## src/rtl/risc_dmem_arbiter.sv

```systemverilog
// rtl/risc_dmem_arbiter.sv - data-memory arbiter between the EU load/store path and the loader port
//
// Shares one single-port 16x8 data memory between the execution unit (EU) and
// a loader/debug port (LD). Each access is IDLE -> ACCESS (WAIT_CYCLES+1 cycles)
// -> RESP (one-cycle done pulse) -> IDLE. EU has fixed priority, but after
// LD_MAX_WAIT consecutive losses the loader wins the next contested arbitration.
//
// Ports:
//   clk, rst                      clock (rising edge), asynchronous active-high reset
//   eu_req/eu_rdwr/eu_addr/eu_wdata   EU request, 1=read, word address, store data
//   eu_rdata, eu_done, stall      last EU read data, EU completion pulse, pipeline hold
//   ld_req/ld_we/ld_addr/ld_wdata     loader request, 1=write, word address, write data
//   ld_rdata, ld_done, ld_gnt     last loader read data, completion pulse, loader owns memory
//   mem_en/mem_we/mem_addr/mem_wdata  memory strobes, driven only during ACCESS
//   mem_rdata                     memory read data, valid in the last ACCESS cycle

module risc_dmem_arbiter #(
  parameter int WAIT_CYCLES = 2,
  parameter int LD_MAX_WAIT = 4
) (
  input  logic       clk,
  input  logic       rst,
  input  logic       eu_req,
  input  logic       eu_rdwr,
  input  logic [3:0] eu_addr,
  input  logic [7:0] eu_wdata,
  output logic [7:0] eu_rdata,
  output logic       eu_done,
  output logic       stall,
  input  logic       ld_req,
  input  logic       ld_we,
  input  logic [3:0] ld_addr,
  input  logic [7:0] ld_wdata,
  output logic [7:0] ld_rdata,
  output logic       ld_done,
  output logic       ld_gnt,
  output logic       mem_en,
  output logic       mem_we,
  output logic [3:0] mem_addr,
  output logic [7:0] mem_wdata,
  input  logic [7:0] mem_rdata
);

  localparam int CW = (WAIT_CYCLES > 0) ? $clog2(WAIT_CYCLES + 1) : 1;

  typedef enum logic [1:0] {IDLE, ACCESS, RESP} state_t;

  state_t        state, state_next;
  logic          owner_ld;   // 0 = EU owns the access, 1 = loader
  logic [CW-1:0] cnt;
  logic [3:0]    loss;
  logic [3:0]    addr_q;
  logic [7:0]    wdata_q;
  logic          we_q;
  logic          grant_eu, grant_ld;

  // Contested arbitration goes to the loader once it has lost LD_MAX_WAIT times.
  always_comb begin
    grant_eu = 1'b0;
    grant_ld = 1'b0;
    if (eu_req && ld_req) begin
      if (loss < 4'(LD_MAX_WAIT)) grant_eu = 1'b1;
      else                        grant_ld = 1'b1;
    end else if (eu_req) begin
      grant_eu = 1'b1;
    end else if (ld_req) begin
      grant_ld = 1'b1;
    end
  end

  always_ff @(posedge clk or posedge rst) begin
    if (rst) state <= IDLE;
    else     state <= state_next;
  end

  always_comb begin
    state_next = state;
    mem_en     = 1'b0;
    mem_we     = 1'b0;
    mem_addr   = 4'd0;
    mem_wdata  = 8'd0;
    eu_done    = 1'b0;
    ld_done    = 1'b0;
    ld_gnt     = 1'b0;
    case (state)
      IDLE: begin
        if (grant_eu || grant_ld) state_next = ACCESS;
      end
      ACCESS: begin
        mem_en    = 1'b1;
        mem_we    = we_q;
        mem_addr  = addr_q;
        mem_wdata = wdata_q;
        ld_gnt    = owner_ld;
        if (cnt == '0) state_next = RESP;
      end
      RESP: begin
        eu_done    = ~owner_ld;
        ld_done    = owner_ld;
        ld_gnt     = owner_ld;
        state_next = IDLE;
      end
      default: state_next = IDLE;
    endcase
  end

  // Gated by rst so the hold also reads 0 while the block is held in reset.
  assign stall = eu_req & ~eu_done & ~rst;

  always_ff @(posedge clk or posedge rst) begin
    if (rst) begin
      owner_ld <= 1'b0;
      cnt      <= '0;
      loss     <= 4'd0;
      addr_q   <= 4'd0;
      wdata_q  <= 8'd0;
      we_q     <= 1'b0;
      eu_rdata <= 8'd0;
      ld_rdata <= 8'd0;
    end else begin
      case (state)
        IDLE: begin
          if (grant_eu) begin
            owner_ld <= 1'b0;
            addr_q   <= eu_addr;
            wdata_q  <= eu_wdata;
            we_q     <= ~eu_rdwr;
            cnt      <= CW'(WAIT_CYCLES);
            // A contested EU win only happens while loss < LD_MAX_WAIT,
            // so the increment saturates at LD_MAX_WAIT by construction.
            if (ld_req) loss <= loss + 4'd1;
          end else if (grant_ld) begin
            owner_ld <= 1'b1;
            addr_q   <= ld_addr;
            wdata_q  <= ld_wdata;
            we_q     <= ld_we;
            cnt      <= CW'(WAIT_CYCLES);
            loss     <= 4'd0;
          end
        end
        ACCESS: begin
          if (cnt != '0) begin
            cnt <= cnt - CW'(1);
          end else if (!we_q) begin
            if (owner_ld) ld_rdata <= mem_rdata;
            else          eu_rdata <= mem_rdata;
          end
        end
        default: ;
      endcase
    end
  end

endmodule

```

## config.mk

```make
export PLATFORM = sky130hd
export DESIGN_NAME = risc_dmem_arbiter
export DESIGN_NICKNAME = d
export VERILOG_FILES = /design/src/rtl/risc_dmem_arbiter.sv
export SDC_FILE = /design/constraint.sdc
export NUM_CORES = 1
export LEC_CHECK = 0
export BUFFER_PORTS_ARGS = -buffer_cell sky130_fd_sc_hd__buf_4
export CORE_UTILIZATION = 29
export DETAILED_ROUTE_END_ITERATION = 7
export PLACE_DENSITY = 0.52
export SYNTH_ARGS = -nofsm -noshare
export SYNTH_HDL_FRONTEND = slang
export SYNTH_SLANG_ARGS = --single-unit
```

## constraint.sdc

```tcl
create_clock -name clk -period 2.7 [get_ports clk]
set_clock_uncertainty 0.1 [all_clocks]
set_input_delay 0 -clock clk [delete_from_list [all_inputs] [get_ports clk]]
set_output_delay 0 -clock clk [all_outputs]
set_load 0.02 [all_outputs]
```

Yosys cells after proc, flatten, opt, wreduce, memory -nomap -nowiden
Index checks and enable logic that the tools add are counted.
{ "totals": {"register_bits": 38, "input_bits": 38, "out_inout_bits": 34, "wordCells": 73} }
{ "classes": {"n_addsub": 2, "order_cmp": 1, "eq_ne": 7, "n_mux": 32, "bitwise_logic": 8, "reduce_logical": 14} }
{ "op_table": {"columns": ["op", "n"], "rows": [
  ["two-way mux 4 bit", 6],
  ["two-way mux 8 bit", 3],
  ["two-way mux 1 bit", 16],
  ["two-way mux 2 bit", 5],
  ["!= test 2 bit (second input constant)", 4],
  ["case mux 2 bit (2 select lines)", 2],
  ["AND reduction 4 bit", 2],
  ["NOT 1 bit", 6],
  ["AND reduction 3 bit", 2],
  ["nonzero test 2 bit", 3],
  ["adder 4 x 1 -> 4 bit (second input constant)", 1],
  ["logical NOT 2 bit", 2],
  ["< comparator 4 x 3 -> 1 bit (second input constant)", 1],
  ["AND reduction 2 bit", 2],
  ["!= test 3 bit (second input constant)", 1],
  ["bitwise AND 1 bit", 2],
  ["equality test 2 x 1 -> 1 bit (second input constant)", 1],
  ["equality test 2 bit (second input constant)", 1],
  ["OR reduction 2 bit", 1],
  ["subtractor 2 x 1 -> 2 bit (second input constant)", 1],
  ["logical AND 1 bit", 1],
  ["logical OR 1 bit", 1]
]} }

Longest topological paths before layout
{ "depth": {"depth_word": 6, "ltp_mapped": 7} }

Worst setup path after synthesis
OpenSTA, ideal clock, no wires.
{ "synth_path": {"path_type": "flip-flop to flip-flop", "startpoint": "reg state[1]", "endpoint": "reg eu_rdata[0]", "setup_time_ns": 0.125, "arrival_ns": 1.480, "setup_slack_ns": 0.995, "path_stages_with_launch": 6, "n_path_buf": 0, "period_less_slack_ns": 1.705, "path_cell_list": "dfrtp_1 -> inv_1 -> ha_1 -> nand2_1 -> nor3_4 -> mux2_2"} }
{ "synth_via": {"elab_chain_cells": 2} }
{ "synth_rtl": {"columns": ["item", "line", "text"], "rows": [
  ["start: declaration", "48", "state_t state, state_next;"],
  ["start signal: assignment", "73", "else state <= state_next;"],
  ["equality test 2 x 1 -> 1 bit", "121", "case (state)"],
  ["AND reduction 4 bit (no source line)", null, null],
  ["end signal: assignment", "146", "else eu_rdata <= mem_rdata;"],
  ["end: declaration", "27", "output logic [7:0] eu_rdata,"]
]} }
No other way between the ends.
A chain may end at the register's enable or synchronous reset.

Worst setup path in the final report
{ "layout_path": {"startpoint": "reg state[1]", "endpoint": "reg addr_q[1]"} }
{ "layout_via": {"elab_chain_cells": 2} }
{ "layout_rtl": {"columns": ["item", "line", "text"], "rows": [
  ["logical NOT 2 bit", "121", null],
  ["AND reduction 2 bit (no source line)", null, null],
  ["end signal: assignment", "125", "addr_q <= eu_addr;"],
  ["end signal: assignment", "134", "addr_q <= ld_addr;"],
  ["end: declaration", "52", "logic [3:0] addr_q;"]
]} }
No other way between the ends.

==> impl_metrics.py <==
metrics = {
    "run_status": {
        "run_status": "finished clean",
    },
    "critical_path": {
        "crit-reg2reg-capture": "addr_q[1]$_DFFE_PP0P_",
        "critPathLaunchType": "flip-flop",
        "reg2reg_from": "state[1]$_DFFE_PP0P_",
        "critPathKind": "flip-flop to flip-flop",
        "worst_r2r_path_depth": 6,
        "critical_path_required_ps": 2820,
        "cp_slowest_cell": "sky130_fd_sc_hd__dlygate4sd3_1",
        "crit_path_end_kind": "flip-flop",
        "largest_stage_delay_on_the_critical_path_ps": 590,
        "worstPathMaxFanout": 15,
        "worstPathBufferInverterCount": 2,
        "regToRegSetupSlack_ps": 260,
        "critical_path.top_delay_family": "buffers and inverters",
        "path_cells": "inv_1 > ha_1 > o21a_2 > nand2_1 > o211ai_1 > dlygate4sd3_1",
        "critical_path_arrival_ps": 2560,
    },
    "pwr": {
        "power_switching_share": 0.389,
        "power_report.internal_total_mw": 1.88,
        "share_clk_of_total_power": 0.134,
        "pwr-share-seq": 0.316,
        "power.ir.vdd_worst_v": 0.000504,
        "powerDensity_nw_per_um2": 1040,
        "power_leakage_nw": 1.38,
        "p_sw_mw": 1.20,
        "comb_power_share": 0.549,
    },
    "timing": {
        "finalSetupTns_ps": 0,
        "fmax_mhz": 410,
        "setup_viol": 0,
        "setup_repair_after_global_routing_missed_its_margin": "false",
        "period_minus_slack_ps": 2440,
        "layout_worst_path_cycle_share": 0.903,
        "finalHoldViolations": 0,
        "slew_hr": 0.643,
        "post-route-worst-setup-slack_ps": 261,
        "worst_slew_pin_slew_ps": 536,
        "final-max-slew-violation-count": 0,
    },
    "logic_synthesis": {
        "yosys-top-cells-area": "sky130_fd_sc_hd__dfrtp_1 50%, sky130_fd_sc_hd__mux2_2 10%, sky130_fd_sc_hd__nand2_1 6.4%",
        "synth_xor_xnor_area_share": 0,
        "post_synth_num_cell_types": 26,
        "yosys.area.top_type": "sky130_fd_sc_hd__dfrtp_1",
        "syn-num-nets": 223,
        "synthArstFlopShare": 1.00,
        "most_instantiated_library_cell_after_synthesis": "sky130_fd_sc_hd__dfrtp_1",
        "post_synth.cell_area_avg_um2": 10.6,
        "synth_compound_area_frac": 0.0970,
        "post_synth_mux_area_share": 0.107,
        "sequential_fraction_of_the_synthesis_area": 0.505,
        "post_synth_instance_area_um2": 1880,
        "synthesis.instances": 178,
        "synth_top_area_frac": 0.505,
        "yosys_warnings": 0,
        "post_synth_and_or_nand_nor_area_fraction": 0.209,
        "synth_seq_cells": 38,
        "ys_dominant_reg_cell": "sky130_fd_sc_hd__dfrtp_1",
        "synth_top_family_by_area": "simple AND/OR/NAND/NOR gates",
        "adder_cell_share_of_the_synthesized_area": 0.0465,
        "synth_commonest_cells": "38 x sky130_fd_sc_hd__dfrtp_1, 32 x sky130_fd_sc_hd__nand2_1, 17 x sky130_fd_sc_hd__mux2_2, 16 x sky130_fd_sc_hd__and2_1",
        "synth_enable_flop_cells": 0,
    },
    "finish": {
        "multi_input_comb_area_um2": 871,
        "syn_to_final_growth_pct": 57.2,
        "sequential_cell_area_um2": 951,
        "share_of_final_layout_standard_cells_stronger_than_drive_strength_1": 0.368,
        "insertedDiodeCount": 0,
        "cell_count_final_fillers_out": 363,
        "utilization": 0.486,
        "n_fill_cell": 618,
        "count_of_nets_after_finishing": 332,
    },
    "clock_network": {
        "cts_htree_levels": 2,
        "post_cts_buffers": 0,
        "cts_tree": "built",
        "clock_pin_transition_on_the_worst_setup_and_hold_timing_paths_ps": 80,
        "ctsLongestPathBuffers": 2,
        "clock_tree_root_driver_cell": "sky130_fd_sc_hd__clkbuf_8",
        "cts-buffers-inserted": 5,
        "clk_latency_ps": 280,
        "number_of_clock_sinks_seen_by_cts": 38,
    },
    "floorplanning": {
        "die-area_um2": 6820,
        "ios": 72,
        "fp-row-count": 28,
        "fp.coreArea_um2": 6100,
        "initial_utilization": 0.309,
        "fp.dieH_um": 82.6,
        "die_w_um": 82.6,
    },
    "drt": {
        "post_detailed_route_drc_marker_count": 0,
        "routed_wirelength_um": 4920,
        "avgRoutedWirePerCell_um": 13.6,
        "routed-via-count": 1680,
        "drt_iter0_drc": 49,
        "detailedRoute.firstPassIterationCount": 4,
        "viasPerCell": 4.63,
        "antenna_left": 0,
    },
    "placement": {
        "place_inst": 319,
        "gpl.final_weighted_congestion": 0.706,
        "port_buffers": 71,
        "dp.final_hpwl_um": 3340,
        "dp_worst_setup_slack_ps": 682,
    },
    "global_routing": {
        "first_pass_grt_wire_length_um": 7840,
        "grt_pass1_vias": 1689,
        "grt.overflow.total": 0,
        "grt_max_degree": 39,
        "global_route.usage.total": 0.155,
        "antenna_found_initial": 0,
    },
    "worst_hold_path": {
        "hold_path_class": "input pin to flip-flop",
        "holdPathStages": 3,
        "worstHoldEndpoint": "loss[1]$_DFFE_PP0P_",
        "min-delay-start": "eu_req",
    },
    "job": {
        "max-cap-violations": 0,
    },
}
==> area by class of cell <==
cell class | instances | area share
sequential | 38 | 0.321
timing repair buffer | 111 | 0.312
multi-input combinational | 124 | 0.294
tap | 75 | 0.0317
clock buffer | 6 | 0.0279
inverter | 7 | 0.00888
clock inverter | 2 | 0.00423
==> how the worst max path moves through the flow <==
| stage | start | endpoint | cells after the start |
|---|---|---|---|
| global route | state[1]$_DFFE_PP0P_ | addr_q[1]$_DFFE_PP0P_ | 6 |
| detailed placement | state[1]$_DFFE_PP0P_ | addr_q[3]$_DFFE_PP0P_ | 5 |
| global placement | state[1]$_DFFE_PP0P_ | addr_q[3]$_DFFE_PP0P_ | 5 |
| floorplan | state[1]$_DFFE_PP0P_ | eu_rdata[0]$_DFFE_PP0P_ | 5 |
| CTS | state[1]$_DFFE_PP0P_ | addr_q[3]$_DFFE_PP0P_ | 6 |
| finish | state[1]$_DFFE_PP0P_ | addr_q[1]$_DFFE_PP0P_ | 6 |
==> cell families (layout without fill, tap and decap cells) <==
kind of cell,Yosys count,after routing
buffers and inverters,16,126
adder cells (fa/ha/maj),7,7
multiplexers,18,18
AO/OA/AOI/OAI,27,27
flip-flops,38,38
AND/OR/NAND/NOR,72,72
==> stage by stage <==
| step | hold WS, ps | total power, mW | instance area, um2 |
|---|---|---|---|
| after detailed placement | 64.4 | 2.49 | 2500 |
| after floorplan | -17.2 | 1.91 | 1880 |
| final | 26.5 | 3.08 | 2960 |
| after CTS | 20.8 | 3.11 | 2960 |
| after global placement | 67.2 | 2.47 | 2500 |
| after global routing | 66.5 | 3.32 | 2960 |
==> registers in the layout, summed over array words and instances, names as in the netlist <==
| register | flops |
|---|---|
| wdata_q | 8 |
| owner_ld | 1 |
| eu_rdata | 8 |
| cnt | 2 |
| ld_rdata | 8 |
| state | 2 |
| loss | 4 |
| we_q | 1 |
| addr_q | 4 |
==> layer usage <==
metal  GRT usage  vias up  routed length [um]
met3      0.0297       10                 253
met2       0.279       49                2400
met1       0.182      780                2180
met5           0        -                   0
met4      0.0569        0                  93
li1            -      841                   -
==> power groups by stage <==
stage	combinational, mW	sequential [mW]	clock, mW
after floorplan	0.803	1.11	0
after global placement	1.49	0.986	0
after detailed placement	1.50	0.992	0
after CTS	1.70	0.980	0.429
after global routing	1.85	1.02	0.446
final	1.69	0.974	0.414
==> tightest hold or removal path: stages <==
cell                      delay (ps)
sky130_fd_sc_hd__buf_4           190
sky130_fd_sc_hd__nand3_1         100
sky130_fd_sc_hd__o21ai_0          80
==> cells in the final DEF (no fill, tap or decap), types with 2 or more instances in the layout <==
master,instances
sky130_fd_sc_hd__o211ai_1,13
sky130_fd_sc_hd__mux2_2,17
sky130_fd_sc_hd__nand2_1,32
sky130_fd_sc_hd__a21oi_1,2
sky130_fd_sc_hd__dfrtp_1,38
sky130_fd_sc_hd__o21ai_0,5
sky130_fd_sc_hd__clkbuf_8,6
sky130_fd_sc_hd__o21ai_2,2
sky130_fd_sc_hd__inv_1,6
sky130_fd_sc_hd__dlygate4sd3_1,36
sky130_fd_sc_hd__nand4_1,13
sky130_fd_sc_hd__nor2_1,2
sky130_fd_sc_hd__buf_4,75
sky130_fd_sc_hd__and2_1,16
sky130_fd_sc_hd__nor3b_1,2
sky130_fd_sc_hd__a21boi_0,2
sky130_fd_sc_hd__ha_1,7
==> what timing repair did <==
action	4_1_cts	5_1_grt
hold buffers	36	0
endpoints found under the setup margin	0	13
gates resized for setup	0	2
endpoints found under the hold margin	70	0
No activity file was read; power rests on OpenSTA's default activity.
